`config.mk`:
```
export PLATFORM = sky130hd
export DESIGN_NAME = mem_axi_arb2
export DESIGN_NICKNAME = d
export VERILOG_FILES = /design/src/rtl/mem_axi_arb_pkg.sv /design/src/rtl/mem_axi_arb2_rr_arb2.sv /design/src/rtl/mem_axi_arb2.sv
export SDC_FILE = /design/constraint.sdc
export NUM_CORES = 1
export LEC_CHECK = 0
export ABC_AREA = 1
export CAP_MARGIN = 15
export CORE_AREA = 2 2 463 465
export DETAILED_ROUTE_END_ITERATION = 10
export DIE_AREA = 0 0 465 467
export PLACE_DENSITY_LB_ADDON = 0.08
export SLEW_MARGIN = 0
export SYNTH_ARGS = -nofsm -noshare
export SYNTH_HDL_FRONTEND = slang
export SYNTH_SLANG_ARGS = --single-unit
```
`constraint.sdc`:
```
create_clock -name clock -period 1.8 [get_ports clock]
set_input_delay 0.18 -clock clock [delete_from_list [all_inputs] [get_ports clock]]
set_output_delay 0.18 -clock clock [all_outputs]
set_load 0.01 [all_outputs]
```
`src/rtl/mem_axi_arb_pkg.sv`:
```
// Shared types and constants for the two-master AXI4 memory arbiter.
package mem_axi_arb_pkg;

  localparam int DEF_DW = 128;
  localparam int DEF_AW = 32;
  localparam int DEF_IW = 4;
  // Bit position of the master-select bit in the slave-side ID.
  localparam int MSEL   = DEF_IW;

  typedef enum logic [1:0] {
    R_IDLE = 2'd0,
    R_ADDR = 2'd1,
    R_DATA = 2'd2
  } rd_state_t;

  typedef enum logic [1:0] {
    W_IDLE = 2'd0,
    W_ADDR = 2'd1,
    W_DATA = 2'd2,
    W_RESP = 2'd3
  } wr_state_t;

endpackage

```
`src/rtl/mem_axi_arb2_rr_arb2.sv`:
```
// Two-request round-robin arbiter: picks a winner when loaded, and remembers
// the last master served so that a tie goes to the other one.
module rr_arb2 (
  input  logic       clock,
  input  logic       reset,
  input  logic [1:0] req,
  input  logic       load,
  input  logic       update,
  output logic       grant
);

  logic last_grant;
  logic pick;

  // Winner: a lone requester wins; on a tie the master not served last wins.
  always_comb begin
    pick = req[1];
    if (req == 2'b11) pick = ~last_grant;
  end

  // Grant is captured on load; last_grant follows it when the transaction ends.
  always_ff @(posedge clock) begin
    if (reset) begin
      grant      <= 1'b0;
      last_grant <= 1'b1;
    end else begin
      if (load)   grant      <= pick;
      if (update) last_grant <= grant;
    end
  end

endmodule

```
`src/rtl/mem_axi_arb2.sv`:
```
// Two-master AXI4 arbiter in front of one memory slave. Reads and writes are
// arbitrated independently, one transaction in flight per direction.
// Handshake rule: a beat transfers on a rising edge where valid and ready are
// both high; only the granted master's channel is ever forwarded.
module mem_axi_arb2
  import mem_axi_arb_pkg::*;
#(
  parameter int DW = DEF_DW,
  parameter int AW = DEF_AW,
  parameter int IW = DEF_IW
) (
  input  logic            clock,
  input  logic            reset,
  // master 0
  input  logic            m0_ar_valid,
  input  logic [IW-1:0]   m0_ar_id,
  input  logic [AW-1:0]   m0_ar_addr,
  input  logic [7:0]      m0_ar_len,
  input  logic [2:0]      m0_ar_size,
  input  logic [1:0]      m0_ar_burst,
  output logic            m0_ar_ready,
  output logic            m0_r_valid,
  output logic [IW-1:0]   m0_r_id,
  output logic [DW-1:0]   m0_r_data,
  output logic [1:0]      m0_r_resp,
  output logic            m0_r_last,
  input  logic            m0_r_ready,
  input  logic            m0_aw_valid,
  input  logic [IW-1:0]   m0_aw_id,
  input  logic [AW-1:0]   m0_aw_addr,
  input  logic [7:0]      m0_aw_len,
  input  logic [2:0]      m0_aw_size,
  input  logic [1:0]      m0_aw_burst,
  output logic            m0_aw_ready,
  input  logic            m0_w_valid,
  input  logic [DW-1:0]   m0_w_data,
  input  logic [DW/8-1:0] m0_w_strb,
  input  logic            m0_w_last,
  output logic            m0_w_ready,
  output logic            m0_b_valid,
  output logic [IW-1:0]   m0_b_id,
  output logic [1:0]      m0_b_resp,
  input  logic            m0_b_ready,
  // master 1
  input  logic            m1_ar_valid,
  input  logic [IW-1:0]   m1_ar_id,
  input  logic [AW-1:0]   m1_ar_addr,
  input  logic [7:0]      m1_ar_len,
  input  logic [2:0]      m1_ar_size,
  input  logic [1:0]      m1_ar_burst,
  output logic            m1_ar_ready,
  output logic            m1_r_valid,
  output logic [IW-1:0]   m1_r_id,
  output logic [DW-1:0]   m1_r_data,
  output logic [1:0]      m1_r_resp,
  output logic            m1_r_last,
  input  logic            m1_r_ready,
  input  logic            m1_aw_valid,
  input  logic [IW-1:0]   m1_aw_id,
  input  logic [AW-1:0]   m1_aw_addr,
  input  logic [7:0]      m1_aw_len,
  input  logic [2:0]      m1_aw_size,
  input  logic [1:0]      m1_aw_burst,
  output logic            m1_aw_ready,
  input  logic            m1_w_valid,
  input  logic [DW-1:0]   m1_w_data,
  input  logic [DW/8-1:0] m1_w_strb,
  input  logic            m1_w_last,
  output logic            m1_w_ready,
  output logic            m1_b_valid,
  output logic [IW-1:0]   m1_b_id,
  output logic [1:0]      m1_b_resp,
  input  logic            m1_b_ready,
  // slave
  output logic            s_ar_valid,
  output logic [IW:0]     s_ar_id,
  output logic [AW-1:0]   s_ar_addr,
  output logic [7:0]      s_ar_len,
  output logic [2:0]      s_ar_size,
  output logic [1:0]      s_ar_burst,
  input  logic            s_ar_ready,
  input  logic            s_r_valid,
  input  logic [IW:0]     s_r_id,
  input  logic [DW-1:0]   s_r_data,
  input  logic [1:0]      s_r_resp,
  input  logic            s_r_last,
  output logic            s_r_ready,
  output logic            s_aw_valid,
  output logic [IW:0]     s_aw_id,
  output logic [AW-1:0]   s_aw_addr,
  output logic [7:0]      s_aw_len,
  output logic [2:0]      s_aw_size,
  output logic [1:0]      s_aw_burst,
  input  logic            s_aw_ready,
  output logic            s_w_valid,
  output logic [DW-1:0]   s_w_data,
  output logic [DW/8-1:0] s_w_strb,
  output logic            s_w_last,
  input  logic            s_w_ready,
  input  logic            s_b_valid,
  input  logic [IW:0]     s_b_id,
  input  logic [1:0]      s_b_resp,
  output logic            s_b_ready,
  output logic            prot_err,
  // state observation
  output logic [1:0]      rd_state,
  output logic [1:0]      wr_state
);

  rd_state_t rstate;
  wr_state_t wstate;
  logic      rg, wg;
  logic [7:0] wlen, cnt;
  logic      ar_hs, r_beat, aw_hs, w_beat, b_beat;

  assign ar_hs  = (rstate == R_ADDR) && s_ar_valid && s_ar_ready;
  assign r_beat = (rstate == R_DATA) && s_r_valid && s_r_ready;
  assign aw_hs  = (wstate == W_ADDR) && s_aw_valid && s_aw_ready;
  assign w_beat = (wstate == W_DATA) && s_w_valid && s_w_ready;
  assign b_beat = (wstate == W_RESP) && s_b_valid && s_b_ready;
  assign rd_state = rstate;
  assign wr_state = wstate;

  rr_arb2 u_rd_arb (
    .clock  (clock),
    .reset  (reset),
    .req    ({m1_ar_valid, m0_ar_valid}),
    .load   (rstate == R_IDLE),
    .update (r_beat && s_r_last),
    .grant  (rg)
  );

  rr_arb2 u_wr_arb (
    .clock  (clock),
    .reset  (reset),
    .req    ({m1_aw_valid, m0_aw_valid}),
    .load   (wstate == W_IDLE),
    .update (b_beat),
    .grant  (wg)
  );

  // Read FSM: grant, address handshake, data beats until the last one.
  always_ff @(posedge clock) begin
    if (reset) begin
      rstate <= R_IDLE;
    end else begin
      case (rstate)
        R_IDLE:  if (m0_ar_valid || m1_ar_valid) rstate <= R_ADDR;
        R_ADDR:  if (ar_hs) rstate <= R_DATA;
        R_DATA:  if (r_beat && s_r_last) rstate <= R_IDLE;
        default: rstate <= R_IDLE;
      endcase
    end
  end

  // Write FSM: grant, address (latching len), counted data beats, response.
  always_ff @(posedge clock) begin
    if (reset) begin
      wstate <= W_IDLE;
      wlen   <= 8'd0;
      cnt    <= 8'd0;
    end else begin
      case (wstate)
        W_IDLE: if (m0_aw_valid || m1_aw_valid) wstate <= W_ADDR;
        W_ADDR: if (aw_hs) begin
          wlen   <= s_aw_len;
          cnt    <= 8'd0;
          wstate <= W_DATA;
        end
        W_DATA: if (w_beat) begin
          cnt <= cnt + 8'd1;
          if (s_w_last) wstate <= W_RESP;
        end
        W_RESP:  if (b_beat) wstate <= W_IDLE;
        default: wstate <= W_IDLE;
      endcase
    end
  end

  // Sticky protocol error: wrong returned master bit or W burst length mismatch.
  always_ff @(posedge clock) begin
    if (reset) begin
      prot_err <= 1'b0;
    end else if ((r_beat && (s_r_id[IW] != rg)) ||
                 (b_beat && (s_b_id[IW] != wg)) ||
                 (w_beat && s_w_last && (cnt != wlen)) ||
                 (w_beat && !s_w_last && (cnt == wlen))) begin
      prot_err <= 1'b1;
    end
  end

  // Read path routing: payload muxed by grant, valid/ready gated by state.
  always_comb begin
    s_ar_id     = {rg, rg ? m1_ar_id : m0_ar_id};
    s_ar_addr   = rg ? m1_ar_addr  : m0_ar_addr;
    s_ar_len    = rg ? m1_ar_len   : m0_ar_len;
    s_ar_size   = rg ? m1_ar_size  : m0_ar_size;
    s_ar_burst  = rg ? m1_ar_burst : m0_ar_burst;
    s_ar_valid  = 1'b0;
    m0_ar_ready = 1'b0;
    m1_ar_ready = 1'b0;
    m0_r_id     = s_r_id[IW-1:0];
    m1_r_id     = s_r_id[IW-1:0];
    m0_r_data   = s_r_data;
    m1_r_data   = s_r_data;
    m0_r_resp   = s_r_resp;
    m1_r_resp   = s_r_resp;
    m0_r_last   = s_r_last;
    m1_r_last   = s_r_last;
    m0_r_valid  = 1'b0;
    m1_r_valid  = 1'b0;
    s_r_ready   = 1'b0;
    if (rstate == R_ADDR) begin
      s_ar_valid = rg ? m1_ar_valid : m0_ar_valid;
      if (rg) m1_ar_ready = s_ar_ready;
      else    m0_ar_ready = s_ar_ready;
    end
    if (rstate == R_DATA) begin
      s_r_ready = rg ? m1_r_ready : m0_r_ready;
      if (rg) m1_r_valid = s_r_valid;
      else    m0_r_valid = s_r_valid;
    end
  end

  // Write path routing: W is stalled outside W_DATA, B goes to the winner only.
  always_comb begin
    s_aw_id     = {wg, wg ? m1_aw_id : m0_aw_id};
    s_aw_addr   = wg ? m1_aw_addr  : m0_aw_addr;
    s_aw_len    = wg ? m1_aw_len   : m0_aw_len;
    s_aw_size   = wg ? m1_aw_size  : m0_aw_size;
    s_aw_burst  = wg ? m1_aw_burst : m0_aw_burst;
    s_aw_valid  = 1'b0;
    m0_aw_ready = 1'b0;
    m1_aw_ready = 1'b0;
    s_w_data    = wg ? m1_w_data : m0_w_data;
    s_w_strb    = wg ? m1_w_strb : m0_w_strb;
    s_w_last    = wg ? m1_w_last : m0_w_last;
    s_w_valid   = 1'b0;
    m0_w_ready  = 1'b0;
    m1_w_ready  = 1'b0;
    m0_b_id     = s_b_id[IW-1:0];
    m1_b_id     = s_b_id[IW-1:0];
    m0_b_resp   = s_b_resp;
    m1_b_resp   = s_b_resp;
    m0_b_valid  = 1'b0;
    m1_b_valid  = 1'b0;
    s_b_ready   = 1'b0;
    case (wstate)
      W_ADDR: begin
        s_aw_valid = wg ? m1_aw_valid : m0_aw_valid;
        if (wg) m1_aw_ready = s_aw_ready;
        else    m0_aw_ready = s_aw_ready;
      end
      W_DATA: begin
        s_w_valid = wg ? m1_w_valid : m0_w_valid;
        if (wg) m1_w_ready = s_w_ready;
        else    m0_w_ready = s_w_ready;
      end
      W_RESP: begin
        s_b_ready = wg ? m1_b_ready : m0_b_ready;
        if (wg) m1_b_valid = s_b_valid;
        else    m0_b_valid = s_b_valid;
      end
      default: ;
    endcase
  end

endmodule

```
; ---- Word-level counts from Yosys, hierarchy flattened
; Index checks and enable logic that the tools add are counted.
[totals]
ff_bits = 25
word_cells = 119
inputBits = 646
[op_classes]
n_reduce_logical = 30
addsub = 1
eq_ne = 19
n_mux = 58
n_bitwise = 2
[ops]
columns = cell, count
row1 = 2-to-1 mux 128 bit, 1
row2 = 2-to-1 mux 32 bit, 2
row3 = 2-to-1 mux 1 bit, 33
row4 = 2-to-1 mux 8 bit, 4
row5 = 2-to-1 mux 2 bit, 10
row6 = logical AND 1 bit, 17
row7 = 2-to-1 mux 16 bit, 1
row8 = case mux 8 bit (2 select lines), 1
row9 = "inequality test 2 bit, second input constant", 7
row10 = "equality test 2 bit, second input constant", 5
row11 = "adder 8 x 1 -> 8 bit, second input constant", 1
row12 = equality test 8 bit, 1
row13 = 2-to-1 mux 4 bit, 2
row14 = inequality test 8 bit, 1
row15 = case mux 2 bit (4 select lines), 1
row16 = 2-to-1 mux 3 bit, 2
row17 = case mux 2 bit (3 select lines), 1
row18 = AND reduction 3 bit, 2
row19 = logical OR 1 bit, 5
row20 = AND reduction 5 bit, 1
row21 = "equality test 2 x 1 -> 1 bit, second input constant", 2
row22 = logical NOT 2 bit, 2
row23 = inequality test 1 bit, 2
row24 = "inequality test 2 x 1 -> 1 bit, second input constant", 1
row25 = 4 further kinds, 5

; ---- Depth between registers and ports, before layout
[depth]
ltp_word = 8
depth_mapped = 11
depth_no_buf = 11

; ---- Modules after synthesis
; Synthesis repeated with hierarchy kept, for this count alone.
[unflattened]
hier_cells = 1336
area_unflattened_um2 = 6794.0
[by_module_without_submodules]
columns = module, seq_area_each_um2, instances, cells_per_inst, area_each_um2
row1 = mem_axi_arb2, 420.4, 1, 1312, 6633.9
row2 = rr_arb2, 40.0, 2, 12, 80.1

; ---- Worst setup path after synthesis
; OpenSTA, ideal clock, no wires.
[synth_timing]
path_type = reg-to-reg
startpoint = register wstate[0], in the netlist wr_state[0]
endpoint = register cnt[6]
n_path_buf = 0
setup_ps = 116
path_slack_ps = 204
required_ps = 1684
path_stages_with_launch = 11
t_arrival_ps = 1480
cell_sequence = dfxtp_1 -> inv_1 -> ha_1 -> nand3_1 -> nand2_2 -> nand2_1 -> nand2_1 -> nand2_2 -> inv_2 -> a21oi_1 -> nor2_1
[synth_between]
elab_chain_cells = 6
[synth_rtl]
columns = item, line_no
row1 = start: declaration, mem_axi_arb2.sv:111  ; wr_state_t wstate;
row2 = start signal: assignment, mem_axi_arb2.sv:159  ; wstate <= W_IDLE;
row3 = start signal: assignment, mem_axi_arb2.sv:164  ; W_IDLE: if (m0_aw_valid || m1_aw_valid) wstate <= W_ADDR;
row4 = start signal: assignment, mem_axi_arb2.sv:168  ; wstate <= W_DATA;
row5 = equality test 2 bit, mem_axi_arb2.sv:248  ; case (wstate)
row6 = 2-to-1 mux 1 bit, mem_axi_arb2.sv:248
row7 = net s_w_valid, mem_axi_arb2.sv:95  ; output logic s_w_valid,
row8 = logical AND 1 bit (2 in series), mem_axi_arb2.sv:119  ; assign w_beat = (wstate == W_DATA) && s_w_valid && s_w_ready;
row9 = inequality test 2 bit (no line), n/a
row10 = AND reduction 3 bit (no line), n/a
row11 = end signal: assignment, mem_axi_arb2.sv:171  ; cnt <= cnt + 8'd1;
row12 = end: declaration, mem_axi_arb2.sv:113  ; logic [7:0] wlen, cnt;
; The timed path passes the listed nets, and every way through them passes these cells.
; A chain may end at the register's enable or synchronous reset.

; ---- Worst setup path in the final report
[layout_timing]
startpoint = register u_wr_arb.grant
endpoint = output s_w_data[17]
[layout_between]
elab_chain_cells = 1
[layout_rtl]
columns = item, line_no
row1 = start: declaration, mem_axi_arb2_rr_arb2.sv:9  ; output logic grant
row2 = start signal: assignment, mem_axi_arb2_rr_arb2.sv:27  ; if (load) grant <= pick;
row3 = 2-to-1 mux 128 bit, mem_axi_arb2.sv:235  ; s_w_data = wg ? m1_w_data : m0_w_data;
row4 = end: declaration, mem_axi_arb2.sv:96  ; output logic [DW-1:0] s_w_data,
; Every way passes these cells.

==> run_results.csv <==
group,metric,value,unit
timing,grt_setup_unrepaired,"true",
clocking,clock_path_buffers,2,
clocking,numCtsBuffers,3,
yosys,synth_edf_count,0,
yosys,yosys_warnings,0,
floorplanning,die_area,0.217,mm^2
grt,grt-ovfl-total,0,
clocking,cts_tree,"built",
floorplanning,dieWidth,465,um
drt,vias,10600,
yosys,ys_async_sr_fraction,0,%
floorplanning,die_h,467,um
placed_design,placed_cell_area,0.0171,mm^2
drt,ant_nets,0,
drt,drt_iter0_markers,349,
timing,finalSetupViolCount,77,
placed_design,place_congestion,0.792,
grt,track_usage,10.3,%
floorplanning,io-pin-count,1193,
placed_design,dp_hpwl,103000,um
yosys,synth_seq_cells,25,
floorplanning,coreArea,0.212,mm^2
yosys,synth_top_area_share,44.5,%
yosys,synth_common_cells,"nand2_1 (792), buf_4 (284), buf_2 (32)",
drt,vias_per_cell,2.21,
timing,fin_tns_setup,-2.63,ns
drt,routed_wl,119000,um
cells_and_area,drive_above_1_share,43.0,%
yosys,synth_ff_type,"dfxtp_1",
placed_design,place_ws,-0.357,ns
yosys,syn_area,0.00668,mm^2
timing,slew_headroom,73.1,%
yosys,syn-num-nets,1963,
floorplanning,row_count,169,
outcome,outcome,"complete, but fails checks",
drt,drc,0,
grt,busiest_layer,"met2",
clocking,cts_hold_buf,0,
timing,hold_viol_final,0,
grt,gr-usage-met1,9.83,%
worst_setup_path,crit_path_end_kind,"output port",
grt,use_met3,6.97,%
timing,min_period,1.92,ns
drt,first_pass_iters,4,
drt,wl_per_cell,24.8,um
timing,fin_ws,-0.123,ns
hold_path,hp-class,"in2out",
grt,grt_max_degree,23,
grt,grt_pass1_vias,11500,
grt,use_met2,18.6,%
floorplanning,initial_core_util,3.16,%
cells_and_area,nets,2620,
worst_setup_path,reg2reg_slack,-0.06,ns
timing,finalCritPeriodShare,107,%
yosys,ys_seq_area_share,7.49,%
clocking,cts_root_buffer,"clkbuf_16",
job,maxCapViolCount,0,
yosys,yosysMostFrequentCell,"nand2_1",
grt,antenna_found_initial,27,
outcome,violations,"negative setup slack",
clocking,clk_pin_slew,0.09,ns
cells_and_area,stdcell_area,0.0213,mm^2
pwr,total_power,12.4,mW
timing,max_freq,520,MHz
yosys,ys_types,29,
pwr,ir_drop,353,uV
worst_setup_path,criticalPathCategory,"reg2out",
yosys,synth_area_leaders,"nand2_1 (44%), buf_4 (32%), dfxtp_1 (7.5%)",
worst_setup_path,critical_path_arrival,1.74,ns
clocking,clk_latency,0.29,ns
timing,drv_slew,0,
yosys,yosys.area.top_type,"nand2_1",
worst_setup_path,start_kind,"flop",
hold_path,holdPathStages,0,
placed_design,portBuffers,772,
worst_setup_path,cp_data_required_time,1.62,ns
grt,grt_pass1_wl,143000,um
clocking,cts_sinks,25,
pwr,p_leak,8.76,nW
timing,max_slew.worst_pin.slew,0.402,ns
clocking,htreeDepth,1,
pwr,p_per_area,585,mW/mm^2
worst_setup_path,r2r_cells,14,
worst_setup_path,cp_max_fo,6,
yosys,syn_area_per_cell,5.10,um^2
timing,skew,0.00406,ns
cells_and_area,area_delta_synth_final,218,%
yosys,syn_inst,1311,
-- sequential cells by signal, indices dropped and copies added (netlist names) --
register and count:
cnt 8, prot_err 1, rd_state 2, u_rd_arb.grant 1
u_rd_arb.last_grant 1, u_wr_arb.grant 1, u_wr_arb.last_grant 1, wlen 8
wr_state 2
-- final timing paths --
| path | start | end |
|---|---|---|
| worst max-delay path | u_wr_arb.grant | s_w_data[17] |
| worst min-delay path | s_r_data[114] | m0_r_data[114] |
| worst max register to register | u_wr_arb.grant | cnt[7] |
| worst min register to register | wlen[6] | wlen[6] |
-- final cells by class --
type	count	area, um^2
Fill cell	24700	190000
Timing Repair Buffer	991	11200
Multi-Input combinational cell	910	5620
Tap cell	2821	3530
Sequential cell	25	510
Inverter	34	178
Clock buffer	3	75.1
Timing Repair inverter	3	61.3
Antenna cell	8	20.0
Clock inverter	1	8.76
-- cell usage in the layout (no fill, tap or decap), types with 22 or more instances in the layout --
master | Yosys | routed
buf_12 | 0 | 124
buf_2 | 32 | 29
buf_4 | 284 | 119
buf_6 | 2 | 100
clkbuf_2 | 0 | 31
clkdlybuf4s50_1 | 0 | 510
inv_1 | 31 | 25
nand2_1 | 792 | 470
nand2_2 | 7 | 160
nand2_4 | 0 | 164
nor2_1 | 25 | 22
-- report_power, final --
part / internal (mW) / total, mW / switching, mW
Combinational: 5.54 / 11.1 / 5.57
Sequential: 0.632 / 0.710 / 0.0779
Clock: 0.312 / 0.619 / 0.308
-- cells by family (layout without fill, tap and decap cells) --
| family | Yosys count | count (layout) | synth area share, % |
|---|---|---|---|
| other cells | 0 | 8 | 0 |
| xor+xnor | 6 | 6 | 0.786 |
| fa+ha+maj | 6 | 6 | 1.12 |
| flops | 25 | 25 | 7.49 |
| compound gates | 41 | 41 | 3.24 |
| buf+inv | 376 | 1032 | 37.9 |
| simple gates | 857 | 857 | 49.5 |
-- per-layer routing --
metal / routed length (um) / part of all wire, %
met4: 2050 / 1.7
met2: 59600 / 50
met1: 39400 / 33
met3: 17600 / 15
met5: 228 / 0.19
-- per-stage QoR --
step | hold WS (ns) | util [%] | instances
4_1_cts | 0.360 | 9.48 | 4760
6_report | 0.360 | 10.0 | 4796
5_1_grt | 0.360 | 10.0 | 4789
2_1_floorplan | 0.320 | - | 1311
3_5_place_dp | 0.360 | 8.09 | 4655
3_3_place_gp | 0.360 | 8.09 | 4655
-- worst max-delay path, cell delays in order, from the launching register on --
cell     delay [ns]
dfxtp_4        0.39
buf_6          0.14
buf_12         0.12
buf_16         0.14
buf_12         0.14
inv_16         0.07
buf_12         0.13
nand2_4        0.05
nand2_4        0.11
buf_6          0.15
-- what timing repair did --
item,4_1_cts,5_1_grt
endpoints found under the setup margin,258,262
resized for setup,889,515
buffers inserted,81,43
gates cloned,24,7
pin swaps,75,83
Power figures use the tool's default switching activity.
